`src/rtl/camino_datos.sv`:
```
// Booth radix-2 multiplier datapath: A/Q/q(-1)/M registers driven by control-unit micro-ops, plus product latch.
// Every micro-op completes on the edge it is sampled; producto appears one edge after Fin, no backpressure.
module camino_datos #(
  parameter int WIDTH = 3
) (
  input  logic                 clk,
  input  logic                 reset,
  input  logic [WIDTH-1:0]     multiplicando,
  input  logic [WIDTH-1:0]     multiplicador,
  input  logic                 CargaQ,
  input  logic                 CargaM,
  input  logic                 ResetA,
  input  logic                 CargaA,
  input  logic                 DesplazaAQ,
  input  logic                 Fin,
  output logic                 q0,
  output logic                 qsub1,
  output logic [2*WIDTH-1:0]   producto,
  output logic                 producto_valido
);

  localparam int AW = WIDTH + 1;

  logic [AW-1:0]      a_q, a_d;
  logic [AW-1:0]      m_q, m_d;
  logic [WIDTH-1:0]   q_q, q_d;
  logic               qm1_q, qm1_d;
  logic [2*WIDTH-1:0] prod_q, prod_d;
  logic               vld_q, vld_d;

  logic [AW-1:0]      a_sum;
  logic [AW-1:0]      a_step;
  logic               load_any;

  assign load_any = CargaQ | CargaM | ResetA;

  // Self-gated Booth step: 00/11 pairs leave A alone even if CargaA is asserted.
  always_comb begin
    a_sum = a_q;
    case ({q_q[0], qm1_q})
      2'b01:   a_sum = a_q + m_q;
      2'b10:   a_sum = a_q - m_q;
      default: a_sum = a_q;
    endcase
  end

  assign a_step = CargaA ? a_sum : a_q;

  always_comb begin
    a_d   = a_q;
    q_d   = q_q;
    qm1_d = qm1_q;
    m_d   = m_q;
    if (load_any) begin
      if (ResetA) a_d = '0;
      if (CargaQ) begin
        q_d   = multiplicador;
        qm1_d = 1'b0;
      end
      if (CargaM) m_d = {multiplicando[WIDTH-1], multiplicando};
    end else if (DesplazaAQ) begin
      // Add/subtract result feeds the shift when both are requested together.
      a_d   = {a_step[AW-1], a_step[AW-1:1]};
      q_d   = {a_step[0], q_q[WIDTH-1:1]};
      qm1_d = q_q[0];
    end else begin
      a_d = a_step;
    end
  end

  always_comb begin
    prod_d = prod_q;
    vld_d  = vld_q;
    if (Fin) begin
      prod_d = {a_q[WIDTH-1:0], q_q};
      vld_d  = 1'b1;
    end else if (CargaQ) begin
      vld_d  = 1'b0;
    end
  end

  always_ff @(posedge clk or negedge reset) begin
    if (!reset) begin
      a_q    <= '0;
      q_q    <= '0;
      qm1_q  <= 1'b0;
      m_q    <= '0;
      prod_q <= '0;
      vld_q  <= 1'b0;
    end else begin
      a_q    <= a_d;
      q_q    <= q_d;
      qm1_q  <= qm1_d;
      m_q    <= m_d;
      prod_q <= prod_d;
      vld_q  <= vld_d;
    end
  end

  assign q0              = q_q[0];
  assign qsub1           = qm1_q;
  assign producto        = prod_q;
  assign producto_valido = vld_q;

endmodule

```
`config.mk`:
```
export PLATFORM = sky130hd
export DESIGN_NAME = camino_datos
export DESIGN_NICKNAME = d
export VERILOG_FILES = /design/src/rtl/camino_datos.sv
export SDC_FILE = /design/constraint.sdc
export NUM_CORES = 1
export LEC_CHECK = 0
export ABC_AREA = 1
export ABC_CLOCK_PERIOD_IN_PS = 2700
export CORE_ASPECT_RATIO = 1.25
export CORE_UTILIZATION = 23
export DETAILED_ROUTE_END_ITERATION = 10
export GPL_TIMING_DRIVEN = 1
export PLACE_DENSITY = 0.53
export SETUP_SLACK_MARGIN = 0.1
export SYNTH_ARGS = -nofsm -noshare
export SYNTH_HDL_FRONTEND = slang
export SYNTH_SLANG_ARGS = --single-unit
```
`constraint.sdc`:
```
create_clock -name clk -period 2.7 [get_ports clk]
set_clock_uncertainty 0.05 [all_clocks]
set_input_delay 0.54 -clock clk [delete_from_list [all_inputs] [get_ports clk]]
set_output_delay 0.54 -clock clk [all_outputs]
set_load 0.01 [all_outputs]
```
==> impl_metrics.py, run 1 <==
metrics = {
    "cts": {
        "htree_num_levels": 1,
        "cts_sinks": 18,
        "ctsRootBufferMaster": "clkbuf_8",
        "numCtsBuffers": 3,
        "clock_path_buffers": 2,
        "cts_tree": "built",
        "clk_latency_ns": 0.26,
        "ctsHoldBuffers": 0,
        "clk_pin_slew_ns": 0.07,
        "postCtsSetupRepairBufs": 0,
        "cts_resized": 0,
    },
    "critical_path": {
        "cp_slowest_cell": "dfrtp_1",
        "endpoint_kind": "flip-flop",
        "rr_startpoint": "q_q[0]",
        "r2r_slack_ns": 0.42,
        "critPathKind": "reg -> reg",
        "crit_chain": "ha_1, nand2_1, inv_1, o31ai_1, ha_1, nand2_1, nand2_1, inv_1, nand2_1, nand2_1, nand3_1, nand2_1, nand2_1, nand2_1, o21ai_0",
        "critPathLaunchType": "flip-flop",
        "cp.buffers_inverters": 2,
        "crit_family": "simple AND/OR/NAND/NOR gates",
        "max_stage_delay_ns": 0.44,
        "crit_path_max_fanout": 5,
        "worstReg2RegEnd": "a_q[3]",
        "arrival_ns": 2.37,
        "cpMostUsedCell": "nand2_1",
        "reg2regPathDepth": 15,
        "crit_required_ns": 2.79,
    },
    "pwr": {
        "power-per-cell-area_nw_per_um2": 529.2,
        "p_leak_nw": 0.6591,
        "peakVddDrop_mv": 0.1763,
    },
    "sta": {
        "tightest_slew_ns": 0.4728,
        "fmax_mhz": 439.2,
        "drv_slew": 0,
        "rsz0062_at_grt": "false",
        "final.min_clock_period_ns": 2.277,
        "finalSetupViolCount": 0,
        "finalCritPeriodShare_pct": 84.33,
        "slew_headroom_pct": 68.36,
        "whs_ns": 0.4304,
        "hold_viol_final": 0,
        "final.setup.tns_ns": 0,
    },
    "placed_design": {
        "portBuffers": 22,
        "hpwl_mm": 1.747,
        "gp_congestion": 0.8824,
    },
    "final_layout": {
        "nets": 178,
        "fill_cells": 476,
        "fin_util_pct": 32.69,
        "n_antenna_cell": 0,
        "syn2layout_area_growth_pct": 34.49,
        "final_layout_size_suffix_gt1_share_pct": 7.006,
    },
    "min_path": {
        "min_from": "producto[0]",
        "hold_end": "producto[0]",
        "hold_path.class": "reg -> reg",
        "hold_path_depth": 2,
    },
    "synthesis": {
        "ys_seq_area_share_pct": 44.50,
        "synthTopCellsByArea": "dfrtp_1, nand2_1, inv_1",
        "synth_top_area_share_pct": 44.50,
        "synthCells": 131,
        "yosys_warnings": 0,
        "syn_area_um2": 1012,
        "synth_nets": 151,
        "synth_area_leader_cell": "dfrtp_1",
        "yosys.cell_types.count": 21,
        "synth_seq_cells": 18,
        "synth.avg_cell_area_um2": 7.727,
    },
    "die": {
        "start_util_pct": 24.31,
        "die_x_um": 61.34,
        "dieHeight_um": 76.17,
        "core_um2": 4164,
        "pin_count": 23,
        "dieArea_um2": 4672,
        "rows": 26,
    },
    "global_route": {
        "grt-ovfl-total": 0,
        "grt_pass1_wl_mm": 3.629,
        "grtUsageMet2_pct": 16.30,
        "antenna_found_initial": 0,
        "grt_pass1_vias": 815,
        "grt_use_met3_pct": 1.698,
        "grt_use_met1_pct": 13.27,
        "grt_usage_pct": 10.17,
        "grt_max_degree": 19,
        "busiest_layer": "met2",
    },
    "routing": {
        "wl_per_cell_um": 10.44,
        "postRouteAntennaNets": 0,
        "vias": 901,
        "drc_errors": 0,
        "first_pass_iters": 4,
        "detail_route.vias_per_cell": 4.230,
        "drt_iter0_drc": 60,
        "wl_mm": 2.223,
    },
    "outcome": {
        "status": "complete, no violations",
    },
    "job": {
        "cap_violations": 0,
    },
}
==> how the worst max path moves through the flow <==
stage          startpoint     end  slack [ns]  cells after the start
6_report           q_q[0]  a_q[3]        0.42                     15
4_1_cts            q_q[0]  a_q[3]        0.43                     13
5_1_grt            q_q[0]  a_q[3]        0.20                     15
3_5_place_dp       q_q[0]  a_q[3]        0.44                     13
3_3_place_gp       q_q[0]  a_q[3]        0.50                     13
2_1_floorplan      q_q[0]  a_q[3]        0.67                     13
==> routing by layer <==
| metal | part of all wire (%) | up-vias |
|---|---|---|
| li1 | - | 464 |
| met1 | 47 | 410 |
| met2 | 47 | 23 |
| met3 | 4.1 | 4 |
| met4 | 1.8 | 0 |
| met5 | 0 | - |
==> through the flow <==
step | setup WS [ns] | cells | instance area [um2] | power, mW
after detailed placement | 0.4395 | 209 | 1306 | 0.5031
after floorplan | 0.6674 | 131 | 1012 | 0.4212
final | 0.4231 | 213 | 1361 | 0.7204
after CTS | 0.4257 | 213 | 1361 | 0.7293
after global routing | 0.2004 | 213 | 1361 | 0.7654
after global placement | 0.5001 | 209 | 1306 | 0.4985
==> worst reg2reg max path, stage by stage, from the launching register on <==
cell and delay, ns:
dfrtp_1 0.44, ha_1 0.27, nand2_1 0.10, inv_1 0.05, o31ai_1 0.26, ha_1 0.32
nand2_1 0.08, nand2_1 0.06, inv_1 0.05, nand2_1 0.04, nand2_1 0.08, nand3_1 0.08
nand2_1 0.10, nand2_1 0.05, nand2_1 0.04, o21ai_0 0.07
==> power by group <==
group | leakage, nW | switching [mW] | internal (mW)
clock network | 0.0288 | 0.0950 | 0.130
registers | 0.228 | 0.0158 | 0.293
logic | 0.402 | 0.100 | 0.0867
total | 0.659 | 0.211 | 0.510
==> cell usage after synthesis <==
cell      count
o21ai_1       1
o21ai_2       1
dfrtp_1      18
o21ai_0      16
o31ai_1       1
clkbuf_1      1
o211ai_1      1
nand3_1       3
fa_1          1
inv_1        22
nor2_1        6
a21oi_2       1
nor3_4        1
inv_2         1
ha_1          5
a31oi_1       2
nand2_2       2
nand2_1      42
nand4_1       1
a21oi_1       4
xnor2_1       1
==> cell usage in the layout (no fill, tap or decap) <==
| cell type | Yosys | layout |
|---|---|---|
| a21oi_1 | 4 | 4 |
| a21oi_2 | 1 | 1 |
| a31oi_1 | 2 | 2 |
| buf_4 | 0 | 1 |
| clkbuf_8 | 0 | 4 |
| clkdlybuf4s50_1 | 0 | 22 |
| dfrtp_1 | 18 | 18 |
| fa_1 | 1 | 1 |
| ha_1 | 5 | 5 |
| inv_1 | 22 | 22 |
| inv_2 | 1 | 1 |
| nand2_1 | 42 | 42 |
| nand2_2 | 2 | 2 |
| nand3_1 | 3 | 3 |
| nand4_1 | 1 | 1 |
| nor2_1 | 6 | 6 |
| nor3_4 | 1 | 1 |
| o211ai_1 | 1 | 1 |
| o21ai_0 | 16 | 16 |
| o21ai_1 | 1 | 1 |
| o21ai_2 | 1 | 1 |
| o31ai_1 | 1 | 1 |
| xnor2_1 | 1 | 1 |
==> sequential cells by signal, indices dropped and copies added (netlist names) <==
register         cells
producto_valido      1
producto             6
q_q                  3
m_q                  3
a_q                  4
qsub1                1
==> area by class of cell <==
type | count | area [um2] | share of cell area, %
multi-input cells | 89 | 471.7 | 34.65
flip-flops and latches | 18 | 450.4 | 33.09
repair buffers | 23 | 227.7 | 16.73
inverters | 23 | 86.33 | 6.342
well taps | 56 | 70.07 | 5.147
clock buffers | 4 | 55.05 | 4.044
==> logic make-up (layout without fill, tap and decap cells) <==
| logic type | count (synthesis) | in the layout | share of synthesized area (%) |
|---|---|---|---|
| adder cells (fa/ha/maj) | 6 | 6 | 8.158 |
| AO/OA/AOI/OAI | 27 | 27 | 14.83 |
| AND/OR/NAND/NOR | 55 | 55 | 22.74 |
| XOR/XNOR | 1 | 1 | 0.8654 |
| buffers and inverters | 24 | 50 | 8.899 |
| flip-flops | 18 | 18 | 44.50 |
Power figures use the tool's default switching activity.
==> run 2: changes to the inputs <==
- ABC_CLOCK_PERIOD_IN_PS: 2700 -> 1850
- PLACE_DENSITY: 0.53 -> 0.54
- clock period: 2.7 -> 1.85 ns (I/O delays scaled with it)
==> run 2 against run 1 <==
Compared with the run above: the flow now finishes with violations (negative setup slack); hold slack worse by 0.039 ns; first-iteration DRC count shrank 57%; global-route usage increased by 1.3 points; critical path type unchanged; largest power group unchanged; highest routed layer unchanged.
==> impl_metrics.py, run 2 (synthesis results as in run 1) <==
metrics = {
    "final_layout": {
        "fin_cells": 225,
        "fin_area_um2": 1480,
        "n_antenna_cell": 0,
        "fin_util_pct": 35.55,
        "regArea_um2": 451.7,
        "fill_cells": 467,
        "nets": 190,
        "mostFrequentLayoutCells": "nand2_1, clkdlybuf4s50_1, inv_1",
        "multiInputGateArea_um2": 506.7,
        "syn2layout_area_growth_pct": 46.23,
        "largest_reg_flops": 6,
        "mostFrequentLayoutCell": "nand2_1",
        "final_layout_size_suffix_gt1_share_pct": 20.71,
    },
    "critical_path": {
        "r2r_slack_ns": -0.15,
        "endpoint_kind": "flip-flop",
        "crit_required_ns": 1.94,
        "worstReg2RegEnd": "a_q[3]",
        "reg2regPathDepth": 15,
        "arrival_ns": 2.09,
        "critPathKind": "reg -> reg",
        "critPathLaunchType": "flip-flop",
        "crit_path_max_fanout": 4,
        "rr_startpoint": "q_q[0]",
    },
    "pwr": {
        "switchingPower_uw": 333.1,
        "p_int_uw": 750.7,
        "seqPwrFrac_pct": 41.6,
        "p_leak_nw": 0.7194,
        "switching_share_pct": 30.74,
        "peakVddDrop_mv": 0.2196,
        "power_frac_clock_pct": 27.1,
        "power_mw": 1.084,
        "power-per-cell-area_nw_per_um2": 732.2,
        "share_comb_of_total_power_pct": 31.3,
    },
    "outcome": {
        "status": "complete, but fails checks",
        "violations": "negative setup slack",
    },
    "min_path": {
        "hold_path.class": "in -> async",
    },
    "cts": {
        "clock_path_buffers": 2,
        "cts_sinks": 18,
        "ctsHoldBuffers": 0,
        "clk_pin_slew_ns": 0.07,
        "cts_tree": "built",
        "clk_latency_ns": 0.26,
        "htree_num_levels": 1,
        "ctsRootBufferMaster": "clkbuf_8",
        "numCtsBuffers": 3,
    },
    "global_route": {
        "grtUsageMet2_pct": 19.57,
        "grt_use_met1_pct": 12.99,
        "grt_pass1_vias": 967,
        "busiest_layer": "met2",
        "antenna_found_initial": 0,
        "grt-ovfl-total": 0,
        "grt_max_degree": 19,
        "grt_use_met3_pct": 2.547,
        "grt_pass1_wl_mm": 4.008,
        "grt_usage_pct": 11.50,
    },
    "routing": {
        "wl_mm": 2.425,
        "wl_per_cell_um": 10.78,
        "detail_route.vias_per_cell": 4.333,
        "first_pass_iters": 3,
        "drc_errors": 0,
        "drt_iter0_drc": 26,
        "postRouteAntennaNets": 0,
        "vias": 975,
    },
    "sta": {
        "drv_slew": 0,
        "hold_viol_final": 0,
        "rsz0062_at_grt": "true",
        "final.min_clock_period_ns": 1.998,
        "fmax_mhz": 500.6,
        "finalSetupViolCount": 4,
        "finalCritPeriodShare_pct": 108.0,
        "slew_headroom_pct": 78.83,
        "tightest_slew_ns": 0.3176,
        "finalWorstSetupSlack_ns": -0.1476,
    },
    "placed_design": {
        "place_area_um2": 1396,
        "place_inst": 218,
        "preCtsSetupSlack_ns": -0.1739,
        "hpwl_mm": 1.931,
        "portBuffers": 22,
        "gp_congestion": 0.8847,
    },
    "die": {
        "rows": 26,
        "dieArea_um2": 4672,
        "core_um2": 4164,
        "dieHeight_um": 76.17,
        "start_util_pct": 24.31,
        "die_x_um": 61.34,
        "pin_count": 23,
    },
    "job": {
        "cap_violations": 0,
    },
}
[run 2: worst max path at each step]
stage	end	start	slack [ns]
detailed placement	a_q[3]	q_q[0]	-0.17
floorplan	a_q[3]	q_q[0]	-0.1
CTS	a_q[3]	q_q[0]	-0.13
global route	a_q[3]	qsub1	-0.30
finish	a_q[3]	q_q[0]	-0.15
global placement	a_q[3]	q_q[0]	-0.13
[run 2: critical path, cell delays in order, from the launching register on]
cell and delay, ns:
dfrtp_2 0.43, ha_4 0.18, nand2_2 0.07, inv_2 0.04, o31ai_2 0.17, ha_1 0.30
nand2_1 0.09, nand2_1 0.06, inv_1 0.05, nand2_1 0.04, nand2_1 0.08, nand3_1 0.07
nand2_1 0.08, nand2_1 0.05, nand2_1 0.05, o21ai_1 0.06
[run 2: per-layer routing]
metal	part of all wire, %	vias to the layer above	routed length [um]
met5	0	-	0
met4	2.2	0	53
met3	4.0	8	96
met2	52	23	1253
met1	42	453	1021
li1	-	491	-
[run 2: final cells by class]
cell class              instances  share of cell area, %
clock buffers                   4                  3.043
well taps                      56                  4.734
flip-flops and latches         18                  30.52
multi-input cells              89                  34.23
repair buffers                 35                  21.64
inverters                      23                  5.833
[run 2: timing repair]
action / 4_1_cts / 5_1_grt
pin swaps: 1 / 2
resized for setup: 4 / 2
gates cloned: 0 / 0
buffers inserted: 1 / 2
setup endpoints to repair: 4 / 5
[run 2: metrics by stage]
step	hold WS (ns)	TNS, ns
after floorplan	0.02441	-0.1862
after global placement	0.4071	-0.2604
after detailed placement	0.4096	-0.4147
after CTS	0.4029	-0.4506
after global routing	0.4106	-0.9829
final	0.3915	-0.4432
[run 2: power by group through the flow]
stage / Clock [mW] / Combinational (mW) / Sequential (mW)
finish: 0.293 / 0.340 / 0.451
floorplan: 0 / 0.166 / 0.465
global route: 0.319 / 0.382 / 0.455
CTS: 0.303 / 0.338 / 0.451
detailed placement: 0 / 0.326 / 0.459
global placement: 0 / 0.313 / 0.458
==> run 3: changes to the inputs <==
- ABC_CLOCK_PERIOD_IN_PS: 1850 -> 2300
- PLACE_DENSITY: 0.54 -> 0.53
- clock period: 1.85 -> 2.3 ns (I/O delays scaled with it)
==> run 3 against run 2 <==
Compared with the run above: the flow now finishes without violations; clock-buffer cell count did not move; first-iteration DRC count increased by 27%; routed wire length shrank 3.7%; global-route usage decreased by 0.67 points; total power fell by 17%; cell area fell by 1.8%; non-clock buffer count down 7; cell count is 3.1% lower; critical path type unchanged; critical endpoint is now a_q[2]; largest power group unchanged.
==> impl_metrics.py, run 3 (synthesis results as in run 1) <==
metrics = {
    "sta": {
        "slew_headroom_pct": 62.87,
        "final.min_clock_period_ns": 2.091,
        "finalSetupViolCount": 0,
        "finalWorstSetupSlack_ns": 0.2090,
        "whs_ns": 0.4270,
        "final.setup.tns_ns": 0,
        "hold_viol_final": 0,
        "finalCritPeriodShare_pct": 90.91,
        "drv_slew": 0,
        "rsz0062_at_grt": "false",
        "tightest_slew_ns": 0.5549,
        "fmax_mhz": 478.2,
    },
    "routing": {
        "postRouteAntennaNets": 0,
        "drt_iter0_drc": 33,
        "first_pass_iters": 4,
        "wl_mm": 2.336,
        "wl_per_cell_um": 10.72,
        "drc_errors": 0,
        "detail_route.vias_per_cell": 4.275,
        "vias": 932,
    },
    "critical_path": {
        "critPathLaunchType": "flip-flop",
        "crit_family": "adder cells",
        "endpoint_kind": "flip-flop",
        "r2r_slack_ns": 0.21,
        "max_stage_delay_ns": 0.40,
        "cp.buffers_inverters": 4,
        "cp_slowest_cell": "fa_1",
        "cpMostUsedCell": "nand2_1",
        "crit_chain": "inv_2, ha_1, inv_1, o21ai_2, buf_4, fa_1, xnor2_1, nand2_1, nand2_1, o21ai_1, inv_1, nand2_1, nand2_1",
        "crit_path_max_fanout": 3,
        "reg2regPathDepth": 13,
        "crit_required_ns": 2.40,
        "arrival_ns": 2.19,
        "critical_path_depth": 13,
        "critPathKind": "reg -> reg",
    },
    "global_route": {
        "grt_max_degree": 19,
        "grt-ovfl-total": 0,
        "antenna_found_initial": 0,
        "grt_usage_pct": 10.82,
        "grt_pass1_vias": 884,
        "grt_pass1_wl_mm": 3.884,
    },
    "final_layout": {
        "n_antenna_cell": 0,
        "final_layout_size_suffix_gt1_share_pct": 18.52,
        "largest_reg_flops": 6,
        "syn2layout_area_growth_pct": 43.63,
        "nets": 183,
        "mostFrequentLayoutCells": "nand2_1, clkdlybuf4s50_1, inv_1, dfrtp_1, o21ai_0",
        "mostFrequentLayoutCell": "nand2_1",
        "fill_cells": 468,
    },
    "die": {
        "start_util_pct": 24.31,
        "dieHeight_um": 76.17,
        "rows": 26,
        "core_um2": 4164,
        "dieArea_um2": 4672,
        "die_x_um": 61.34,
        "pin_count": 23,
    },
    "cts": {
        "numCtsBuffers": 3,
        "clock_path_buffers": 2,
        "cts_tree": "built",
        "clk_pin_slew_ns": 0.08,
        "clk_latency_ns": 0.26,
        "htree_num_levels": 1,
        "ctsRootBufferMaster": "clkbuf_8",
        "ctsHoldBuffers": 0,
        "cts_sinks": 18,
    },
    "min_path": {
        "hold_path_depth": 2,
        "hold_path.class": "reg -> reg",
    },
    "placed_design": {
        "portBuffers": 22,
        "preCtsSetupSlack_ns": 0.08539,
        "gp_congestion": 0.9366,
        "hpwl_mm": 1.814,
    },
    "pwr": {
        "power-per-cell-area_nw_per_um2": 618.6,
        "p_leak_nw": 0.6905,
        "peakVddDrop_mv": 0.2037,
    },
    "job": {
        "cap_violations": 0,
    },
    "outcome": {
        "status": "complete, no violations",
    },
}
## run 3: changes by cell type in the layout (fill, tap and decap cells not counted), moves of 2 or more
cell	change
nand2_1	-2
nand2_2	+2
o21ai_0	+2
buf_4	-8
o21ai_1	-2
## run 3: what timing repair did
action	CTS	global route
pin swaps	0	9
resized for setup	3	17
endpoints found under the setup margin	3	4
setup buffers	0	3
gates cloned	0	0
## run 3: final timing paths
path                        startpoint     endpoint
max reg2reg                     m_q[0]       a_q[2]
min                        producto[5]  producto[5]
max in group asynchronous        reset  producto[3]
max                             m_q[0]       a_q[2]
min in group asynchronous        reset  producto[5]
min reg2reg                producto[5]  producto[5]
## run 3: cell type report
| cell class | instances | area (um2) | area share [%] |
|---|---|---|---|
| repair buffers | 28 | 269.0 | 18.50 |
| inverters | 23 | 86.33 | 5.938 |
| clock buffers | 4 | 55.05 | 3.787 |
| flip-flops and latches | 18 | 450.4 | 30.98 |
| multi-input cells | 89 | 523.0 | 35.97 |
| well taps | 56 | 70.07 | 4.819 |
## run 3: power breakdown
part / switching [mW] / internal, mW / leakage, nW / total (mW)
clock: 0.112 / 0.152 / 0.0288 / 0.264
sequential: 0.0187 / 0.344 / 0.228 / 0.363
combinational: 0.140 / 0.133 / 0.434 / 0.273
## run 3: metrics by stage
stage | util, % | cell area, um2 | power, mW | cells
after global placement | 31.73 | 1321 | 0.5880 | 211
after floorplan | - | 1012 | 0.4945 | 131
after global routing | 34.92 | 1454 | 0.9568 | 218
after CTS | 33.23 | 1384 | 0.8647 | 215
final | 34.92 | 1454 | 0.8993 | 218
after detailed placement | 31.73 | 1321 | 0.5949 | 211
## run 3: routing by layer
metal	track usage (%)	part of all wire, %
met4	4.222	1.9
met1	13.74	44
met5	0	0
met2	17.61	48
met3	2.037	5.4
## run 3: worst register-to-register path, delay by kind of cell (launching register included)
family                   cells  cell delay [ns]
flip-flops                   1             0.36
adder cells (fa/ha/maj)      2             0.68
buffers and inverters        4             0.30
XOR/XNOR                     1             0.14
AO/OA/AOI/OAI                2             0.20
AND/OR/NAND/NOR              4             0.23
